[src/rtl/udma_txbuffer_if.sv]
// ----------------------------------------------------------------------------
// udma_txbuffer_if
//   Bundles the two streaming handshakes around the TX width converter:
//     src_*  : 32b words coming from the uDMA TX FIFO (valid/ready)
//     dst_*  : PHY beats going to the hyper PHY (valid/ready, data, strobes, last)
//   Modports:
//     slave  : the buffer itself (consumes src words, produces dst beats)
//     master : the environment around it (FIFO side drives src, PHY side drives dst_ready)
// ----------------------------------------------------------------------------
interface udma_txbuffer_if;
    logic        src_valid;
    logic        src_ready;
    logic [31:0] src_data;
    logic        dst_valid;
    logic        dst_ready;
    logic [31:0] dst_data;
    logic [3:0]  dst_strb;
    logic        dst_last;

    modport slave (
        input  src_valid, src_data, dst_ready,
        output src_ready, dst_valid, dst_data, dst_strb, dst_last
    );

    modport master (
        output src_valid, src_data, dst_ready,
        input  src_ready, dst_valid, dst_data, dst_strb, dst_last
    );
endinterface

[src/rtl/udma_txbuffer.sv]
// ----------------------------------------------------------------------------
// udma_txbuffer
//   Write-path width converter between the uDMA TX channel and the hyper PHY.
//   Takes 32b words and emits 16b beats (HyperRAM/PSRAM) or 32b beats
//   (mem_sel_i == 2'b11). Prepends pad bytes for odd start addresses, strobes
//   only real payload bytes, and swaps bytes within the 16b lane for PSRAM.
// Ports:
//   clk_i, rst_i          clock, asynchronous active-high reset
//   cfg_start_i           pulse: latch cfg_* and start (only honoured when idle)
//   cfg_tx_size_i         payload length in bytes
//   hyper_odd_saaddr_i    odd start address -> W/2 leading pad bytes
//   mem_sel_i             2'b10 PSRAM swap, 2'b11 32b beats, else 16b plain
//   bus (slave)           src word handshake / dst beat handshake
//   busy_o                transfer in progress
//   done_o                one-cycle completion pulse
// ----------------------------------------------------------------------------
module udma_txbuffer #(
    parameter int TRANS_SIZE = 16
) (
    input  logic                  clk_i,
    input  logic                  rst_i,
    input  logic                  cfg_start_i,
    input  logic [TRANS_SIZE-1:0] cfg_tx_size_i,
    input  logic                  hyper_odd_saaddr_i,
    input  logic [1:0]            mem_sel_i,
    udma_txbuffer_if.slave        bus,
    output logic                  busy_o,
    output logic                  done_o
);
    localparam int TS = TRANS_SIZE;

    typedef enum logic {IDLE, RUN} state_t;

    state_t        state_q, state_d;
    logic          done_q, done_d;
    logic          w4_q;
    logic          psram_q;
    logic [2:0]    last_n_q;
    logic [TS-1:0] words_left_q;
    logic [TS-1:0] beats_left_q;
    logic [3:0]    cnt_q;
    logic [63:0]   stg_data_q, stg_data_n;
    logic [7:0]    stg_strb_q, stg_strb_n;

    function automatic logic [15:0] swap_lane(input logic [15:0] d);
        return {d[7:0], d[15:8]};
    endfunction

    function automatic logic [1:0] swap_strb(input logic [1:0] s);
        return {s[0], s[1]};
    endfunction

    // ---------------- start-time configuration ----------------
    logic          start_ok;
    logic          size_zero;
    logic          cfg_w4;
    logic [1:0]    cfg_off;
    logic [TS:0]   cfg_span;
    logic [TS-1:0] cfg_beats;
    logic [TS-1:0] cfg_words;
    logic [2:0]    cfg_last_n;

    assign start_ok  = (state_q == IDLE) && cfg_start_i;
    assign size_zero = (cfg_tx_size_i == '0);
    assign cfg_w4    = (mem_sel_i == 2'b11);
    assign cfg_off   = hyper_odd_saaddr_i ? (cfg_w4 ? 2'd2 : 2'd1) : 2'd0;
    assign cfg_span  = {1'b0, cfg_tx_size_i} + (TS+1)'(cfg_off);

    // Ceiling divisions written as quotient plus "any remainder" so no bit goes unused.
    assign cfg_beats = cfg_w4 ? (TS'(cfg_span[TS:2]) + TS'(|cfg_span[1:0]))
                              : (cfg_span[TS:1] + TS'(cfg_span[0]));
    assign cfg_words = TS'(cfg_tx_size_i[TS-1:2]) + TS'(|cfg_tx_size_i[1:0]);
    // Payload bytes carried by the final source word (1..4).
    assign cfg_last_n = (cfg_tx_size_i[1:0] == 2'b00) ? 3'd4 : {1'b0, cfg_tx_size_i[1:0]};

    // ---------------- handshakes ----------------
    logic       run;
    logic [3:0] w_n;
    logic       words_empty;
    logic       src_ready, dst_valid;
    logic       push_fire, pop_fire;
    logic [3:0] pop_n, pop_amt, push_n, cnt_kept;

    assign run         = (state_q == RUN);
    assign w_n         = w4_q ? 4'd4 : 4'd2;
    assign words_empty = (words_left_q == '0);
    assign src_ready   = run && !words_empty && (cnt_q < w_n);
    // Once every word is in, a short remainder still goes out as a tail-padded beat.
    assign dst_valid   = run && ((cnt_q >= w_n) || (words_empty && (cnt_q != 4'd0)));
    assign push_fire   = src_ready && bus.src_valid;
    assign pop_fire    = dst_valid && bus.dst_ready;
    assign pop_n       = (cnt_q >= w_n) ? w_n : cnt_q;
    assign pop_amt     = pop_fire ? pop_n : 4'd0;
    assign cnt_kept    = cnt_q - pop_amt;
    assign push_n      = (words_left_q == TS'(1)) ? {1'b0, last_n_q} : 4'd4;

    // ---------------- staging shift register ----------------
    logic [31:0] word_data;
    logic [3:0]  word_strb;
    logic [63:0] shifted_data, ins_data;
    logic [7:0]  shifted_strb, ins_strb;

    always_comb begin
        word_data = '0;
        word_strb = '0;
        // Bytes past the end of the payload are dropped: zero data, zero strobe.
        for (int i = 0; i < 4; i++) begin
            word_strb[i] = (4'(i) < push_n);
            word_data[8*i +: 8] = word_strb[i] ? bus.src_data[8*i +: 8] : 8'h00;
        end
        shifted_data = stg_data_q >> {pop_amt, 3'b000};
        shifted_strb = stg_strb_q >> pop_amt;
        ins_data     = {32'h0, word_data} << {cnt_kept, 3'b000};
        ins_strb     = {4'h0, word_strb} << cnt_kept;
        stg_data_n   = '0;
        stg_strb_n   = '0;
        // Bytes above the live count are kept zero so tail padding comes out clean.
        for (int i = 0; i < 8; i++) begin
            if (4'(i) < cnt_kept) begin
                stg_data_n[8*i +: 8] = shifted_data[8*i +: 8];
                stg_strb_n[i]        = shifted_strb[i];
            end else if (push_fire) begin
                stg_data_n[8*i +: 8] = ins_data[8*i +: 8];
                stg_strb_n[i]        = ins_strb[i];
            end
        end
    end

    always_ff @(posedge clk_i) begin
        if (start_ok) begin
            // Leading pad bytes are already zero data / zero strobe.
            stg_data_q <= '0;
            stg_strb_q <= '0;
        end else if (run) begin
            stg_data_q <= stg_data_n;
            stg_strb_q <= stg_strb_n;
        end
    end

    // ---------------- control state ----------------
    always_comb begin
        state_d = state_q;
        done_d  = 1'b0;
        case (state_q)
            IDLE: begin
                if (cfg_start_i) begin
                    if (size_zero) done_d  = 1'b1;
                    else           state_d = RUN;
                end
            end
            RUN: begin
                if (pop_fire && (beats_left_q == TS'(1))) begin
                    state_d = IDLE;
                    done_d  = 1'b1;
                end
            end
            default: state_d = IDLE;
        endcase
    end

    always_ff @(posedge clk_i or posedge rst_i) begin
        if (rst_i) begin
            state_q      <= IDLE;
            done_q       <= 1'b0;
            w4_q         <= 1'b0;
            psram_q      <= 1'b0;
            last_n_q     <= 3'd0;
            words_left_q <= '0;
            beats_left_q <= '0;
            cnt_q        <= 4'd0;
        end else begin
            state_q <= state_d;
            done_q  <= done_d;
            if (start_ok) begin
                w4_q         <= cfg_w4;
                psram_q      <= (mem_sel_i == 2'b10);
                last_n_q     <= cfg_last_n;
                words_left_q <= cfg_words;
                beats_left_q <= size_zero ? '0 : cfg_beats;
                cnt_q        <= size_zero ? 4'd0 : {2'b00, cfg_off};
            end else if (run) begin
                cnt_q <= cnt_kept + (push_fire ? push_n : 4'd0);
                if (push_fire) words_left_q <= words_left_q - TS'(1);
                if (pop_fire)  beats_left_q <= beats_left_q - TS'(1);
            end
        end
    end

    // ---------------- outputs ----------------
    always_comb begin
        bus.dst_data = '0;
        bus.dst_strb = '0;
        if (dst_valid) begin
            if (w4_q) begin
                bus.dst_data = stg_data_q[31:0];
                bus.dst_strb = stg_strb_q[3:0];
            end else if (psram_q) begin
                bus.dst_data = {16'h0, swap_lane(stg_data_q[15:0])};
                bus.dst_strb = {2'b00, swap_strb(stg_strb_q[1:0])};
            end else begin
                bus.dst_data = {16'h0, stg_data_q[15:0]};
                bus.dst_strb = {2'b00, stg_strb_q[1:0]};
            end
        end
    end

    assign bus.src_ready = src_ready;
    assign bus.dst_valid = dst_valid;
    assign bus.dst_last  = dst_valid && (beats_left_q == TS'(1));
    assign busy_o        = run;
    assign done_o        = done_q;
endmodule

[src/flat_wrapper.sv]
// flat-port wrapper written by rule: the top's interface ports become plain ports
module udma_txbuffer_flat 
#(
    parameter int TRANS_SIZE = 16
)
  (clk_i, rst_i, cfg_start_i, cfg_tx_size_i, hyper_odd_saaddr_i, mem_sel_i, busy_o, done_o, bus_src_valid, bus_src_data, bus_dst_ready, bus_src_ready, bus_dst_valid, bus_dst_data, bus_dst_strb, bus_dst_last);
  udma_txbuffer_if bus_i ();
  input  logic clk_i;
  input  logic rst_i;
  input  logic cfg_start_i;
  input  logic [TRANS_SIZE-1:0] cfg_tx_size_i;
  input  logic hyper_odd_saaddr_i;
  input  logic [1:0] mem_sel_i;
  output logic busy_o;
  output logic done_o;
  input wire logic [$bits(bus_i.src_valid)-1:0] bus_src_valid;
  input wire logic [$bits(bus_i.src_data)-1:0] bus_src_data;
  input wire logic [$bits(bus_i.dst_ready)-1:0] bus_dst_ready;
  output wire logic [$bits(bus_i.src_ready)-1:0] bus_src_ready;
  output wire logic [$bits(bus_i.dst_valid)-1:0] bus_dst_valid;
  output wire logic [$bits(bus_i.dst_data)-1:0] bus_dst_data;
  output wire logic [$bits(bus_i.dst_strb)-1:0] bus_dst_strb;
  output wire logic [$bits(bus_i.dst_last)-1:0] bus_dst_last;
  assign bus_i.src_valid = bus_src_valid;
  assign bus_i.src_data = bus_src_data;
  assign bus_i.dst_ready = bus_dst_ready;
  assign bus_src_ready = bus_i.src_ready;
  assign bus_dst_valid = bus_i.dst_valid;
  assign bus_dst_data = bus_i.dst_data;
  assign bus_dst_strb = bus_i.dst_strb;
  assign bus_dst_last = bus_i.dst_last;
  udma_txbuffer #(.TRANS_SIZE(TRANS_SIZE)) u_core (.clk_i(clk_i), .rst_i(rst_i), .cfg_start_i(cfg_start_i), .cfg_tx_size_i(cfg_tx_size_i), .hyper_odd_saaddr_i(hyper_odd_saaddr_i), .mem_sel_i(mem_sel_i), .bus(bus_i), .busy_o(busy_o), .done_o(done_o));
endmodule
[config.mk]
export PLATFORM = sky130hd
export DESIGN_NAME = udma_txbuffer_flat
export DESIGN_NICKNAME = d
export VERILOG_FILES = /design/src/rtl/udma_txbuffer_if.sv /design/src/rtl/udma_txbuffer.sv /design/src/flat_wrapper.sv
export SDC_FILE = /design/constraint.sdc
export NUM_CORES = 1
export LEC_CHECK = 0
export CORE_MARGIN = 4
export CORE_UTILIZATION = 55
export DETAILED_ROUTE_END_ITERATION = 8
export PLACE_DENSITY_LB_ADDON = 0.25
export SYNTH_ARGS = -nofsm -noshare
export SYNTH_HDL_FRONTEND = slang
export SYNTH_SLANG_ARGS = --single-unit
[constraint.sdc]
create_clock -name clk_i -period 7.8 [get_ports clk_i]
set_clock_uncertainty 0.15 [all_clocks]
set_input_delay 1.17 -clock clk_i [delete_from_list [all_inputs] [get_ports clk_i]]
set_output_delay 1.17 -clock clk_i [all_outputs]
set_load 0.05 [all_outputs]
==> metrics.txt <==
status=finished clean; worst slew pin tran=between 1 and 1.5 ns; worst min-delay path class=reg2reg; Reg2Reg Depth=16; RSZ-0062 raised after global routing=false; setup bufs post-CTS=0; Die Y=142 um; count leader, synth=nand2_1; leak pwr=roughly 4.2 nW; port bufs=96; fin util=65.3%; CP cell instances=or4_4, or2_4, or4_4, or3_1, inv_4, ha_1, inv_1, fa_1, xnor2_1, inv_1, nor4_2, buf_4, nor3b_1, a222oi_1, o21ai_0, a31o_2; CTS tree=yes; setup_tns=0 ns; clock period minus final worst setup slack=approximately 6.6 ns; CP Launch Type=flop; post-synthesis sequential area ratio=25.6%; Clk Latency, worst-skew pair=0.43 ns; Routed WL per cell=24.6 um; Yosys top cell by area=dfxtp_1; Setup CP Type=reg2reg; Synth Instances=roughly 1,300; Initial Util=56.4%; Post-synth ARST share=about 37%; H-tree depth=4; Syn Nets=about 1,400; crit end category=flop; cts hold-fix bufs=0; cts repair resizes=0; Worst VDD drop=~0.00046 V; synthesized area=just under 0.01 mm^2; final HPWL from detailed placement=approximately 29,000 um; die width=about 140 um; worst-path fanout max=32; initial antenna violation count=0; largest net degree at the start of global routing=44; max-slew violation count=0; Max-slew headroom=17.9%; final period utilization=roughly 85%; Multi-input gate area=approximately 0.0068 mm^2; share of cells above drive strength 1=~7%; final WL=around 40,000 um; CTS max path bufs=2; CP peak stage delay=0.93 ns; DRC viols=0; Root Buffer=clkbuf_16; pwr/cell area=~480 mW/mm^2; Final setup viols=0; CTS clk-pin slew, worst paths=about 0.06 ns; achievable frequency=between 150 and 200 MHz; first-pass GRT wire length=about 60,000 um; CP arrival=slightly below 7 ns; slowest stage cell, crit path=nor3b_1; Buf/Inv on CP=4; Synth top area share=between 10% and 20%; Via Count=around 11,000; post-synthesis register bit count=115; Yosys warnings=0; Ports=just under 100; global route overflow=0; final antenna-violating net count=0; Placeable Area=around 0.017 mm^2; Fillers=about 1,600; vias in the first global route=roughly 11,000; final hold violation count=0; detailed-router iteration count before antenna repair=8; EDFF count, synth=0; Syn Area/Cell=about 7.5 um^2; TritonCTS Buffers=17; Netlist cell types=74; Synth-to-Final Area Change=15.9%; Worst Hold Path Cells=2; # diodes=0; DRT iter0 DRCs=between 1,000 and 1,500; Area contributors post-synth=dfxtp_1 15%, dfrtp_1 11%, nand2_1 6.9%; register area=0.00252 mm^2; Primary FF master, synth=dfxtp_1; CP Depth=16; Die ar.=0.0200 mm^2; largest delay contributor family on the critical path=simple AND/OR/NAND/NOR gates; drt via density=7.13; max-cap viol count=0; std cell rows=between 40 and 50; placer congestion estimate=just over 1; nets@finish=1,425; Tot GR Track Use=38.4%; clk sink count=115; required time worst endpoint=roughly 8.0 ns; Synth top cells by count=181 x nand2_1, 121 x o21ai_0, 79 x a21oi_1
-- logic make-up (layout without fill, tap and decap cells) --
group           after synthesis  count (layout)  synth area share [%]
xor+xnor                     56              56                  5.00
buf+inv                     126             174                  5.48
flops                       115             115                  25.6
mux                          56              56                  5.86
fa+ha+maj                    24              24                  3.29
compound gates              423             423                  29.3
simple gates                510             510                  25.4
-- layer usage --
metal  track usage [%]  vias up  part of all wire (%)
met5                 0        -                     0
li1                  -     5020                     -
met3              8.73      241                   9.3
met2              63.2      769                    46
met1              43.2     5262                    35
met4              28.9        0                   9.6
-- power breakdown --
part           switching, W  total (W)  leakage [nW]  internal, W
logic               0.00231    0.00352          2.82      0.00121
clock network      0.000321   0.000792         0.268     0.000471
registers          0.000340    0.00119          1.12     0.000854
-- tightest hold or removal path: stages, from the launching register on --
cell,delay [ns]
dfxtp_1,0.34
inv_1,0.06
a221oi_1,0.06
-- state kept, by name, summed over array words and instances, names as in the netlist --
register and flops:
u_core.stg_strb_q 8, u_core.last_n_q 3, u_core.stg_data_q 64, u_core.beats_left_q 16, u_core.busy_o 1, u_core.cnt_q 4, u_core.w4_q 1, u_core.done_o 1
u_core.words_left_q 16, u_core.psram_q 1
-- placed cells by master, fill, tap and decap left out, drive strengths merged, types with 9 or more instances in the layout --
| cell type | Yosys | routed |
|---|---|---|
| nand3 | 60 | 60 |
| buf | 23 | 20 |
| a22o | 12 | 12 |
| a222oi | 16 | 16 |
| dfxtp | 72 | 72 |
| a32oi | 10 | 10 |
| a221o | 19 | 19 |
| or4 | 11 | 11 |
| a221oi | 24 | 24 |
| dfrtp | 43 | 43 |
| a31o | 11 | 11 |
| nor4 | 21 | 21 |
| o21ai | 123 | 123 |
| xor2 | 18 | 18 |
| nor3 | 41 | 41 |
| nand4 | 19 | 19 |
| inv | 25 | 29 |
| o211ai | 17 | 17 |
| mux2 | 12 | 12 |
| xnor2 | 38 | 38 |
| nor2 | 75 | 75 |
| o311a | 9 | 9 |
| and2 | 9 | 9 |
| or3 | 11 | 11 |
| clkbuf | 77 | 17 |
| mux2i | 44 | 44 |
| and3 | 30 | 30 |
| nor2b | 15 | 15 |
| nand2 | 181 | 181 |
| a2bb2oi | 11 | 11 |
| a31oi | 9 | 9 |
| clkdlybuf4s50 | 0 | 96 |
| a22oi | 16 | 16 |
| o21a | 17 | 17 |
| ha | 21 | 21 |
| nand2b | 14 | 14 |
| a21oi | 79 | 79 |
-- stage by stage --
stage | worst slack (ns) | hold WS [ns] | total power [W] | std cells | area (um^2)
floorplan | 2.30 | 0.303 | 0.00345 | 1310 | 9820
global placement | 1.48 | 0.340 | 0.00454 | 1551 | 10800
detailed placement | 1.40 | 0.354 | 0.00457 | 1551 | 10800
CTS | 1.39 | 0.366 | 0.00537 | 1583 | 11400
global route | 0.772 | 0.389 | 0.00580 | 1583 | 11400
finish | 1.17 | 0.369 | 0.00551 | 1583 | 11400
-- cell type report --
class                      count  area share (%)
sequential                   115            22.1
inverter                      26           0.880
tap                          225            2.47
multi-input combinational   1069            59.7
timing repair buffer         116            9.76
clock inverter                15            1.35
clock buffer                  17            3.74
-- worst paths after layout --
check / start / slack [ns] / end
worst max-delay path: u_core.words_left_q[8]$_DFFE_PP0P_ / 1.17 / u_core.stg_data_q[36]$_SDFFE_PP0P_
worst min-delay path: u_core.stg_strb_q[1]$_SDFFE_PP0P_ / 0.37 / u_core.stg_strb_q[1]$_SDFFE_PP0P_
worst max register to register: u_core.words_left_q[8]$_DFFE_PP0P_ / 1.17 / u_core.stg_data_q[36]$_SDFFE_PP0P_
worst min register to register: u_core.stg_strb_q[1]$_SDFFE_PP0P_ / 0.37 / u_core.stg_strb_q[1]$_SDFFE_PP0P_
max in group asynchronous: rst_i / 6.03 / u_core.beats_left_q[5]$_DFFE_PP0P_
min in group asynchronous: rst_i / 1.05 / u_core.words_left_q[3]$_DFFE_PP0P_
(Power assumes the default switching activity.)
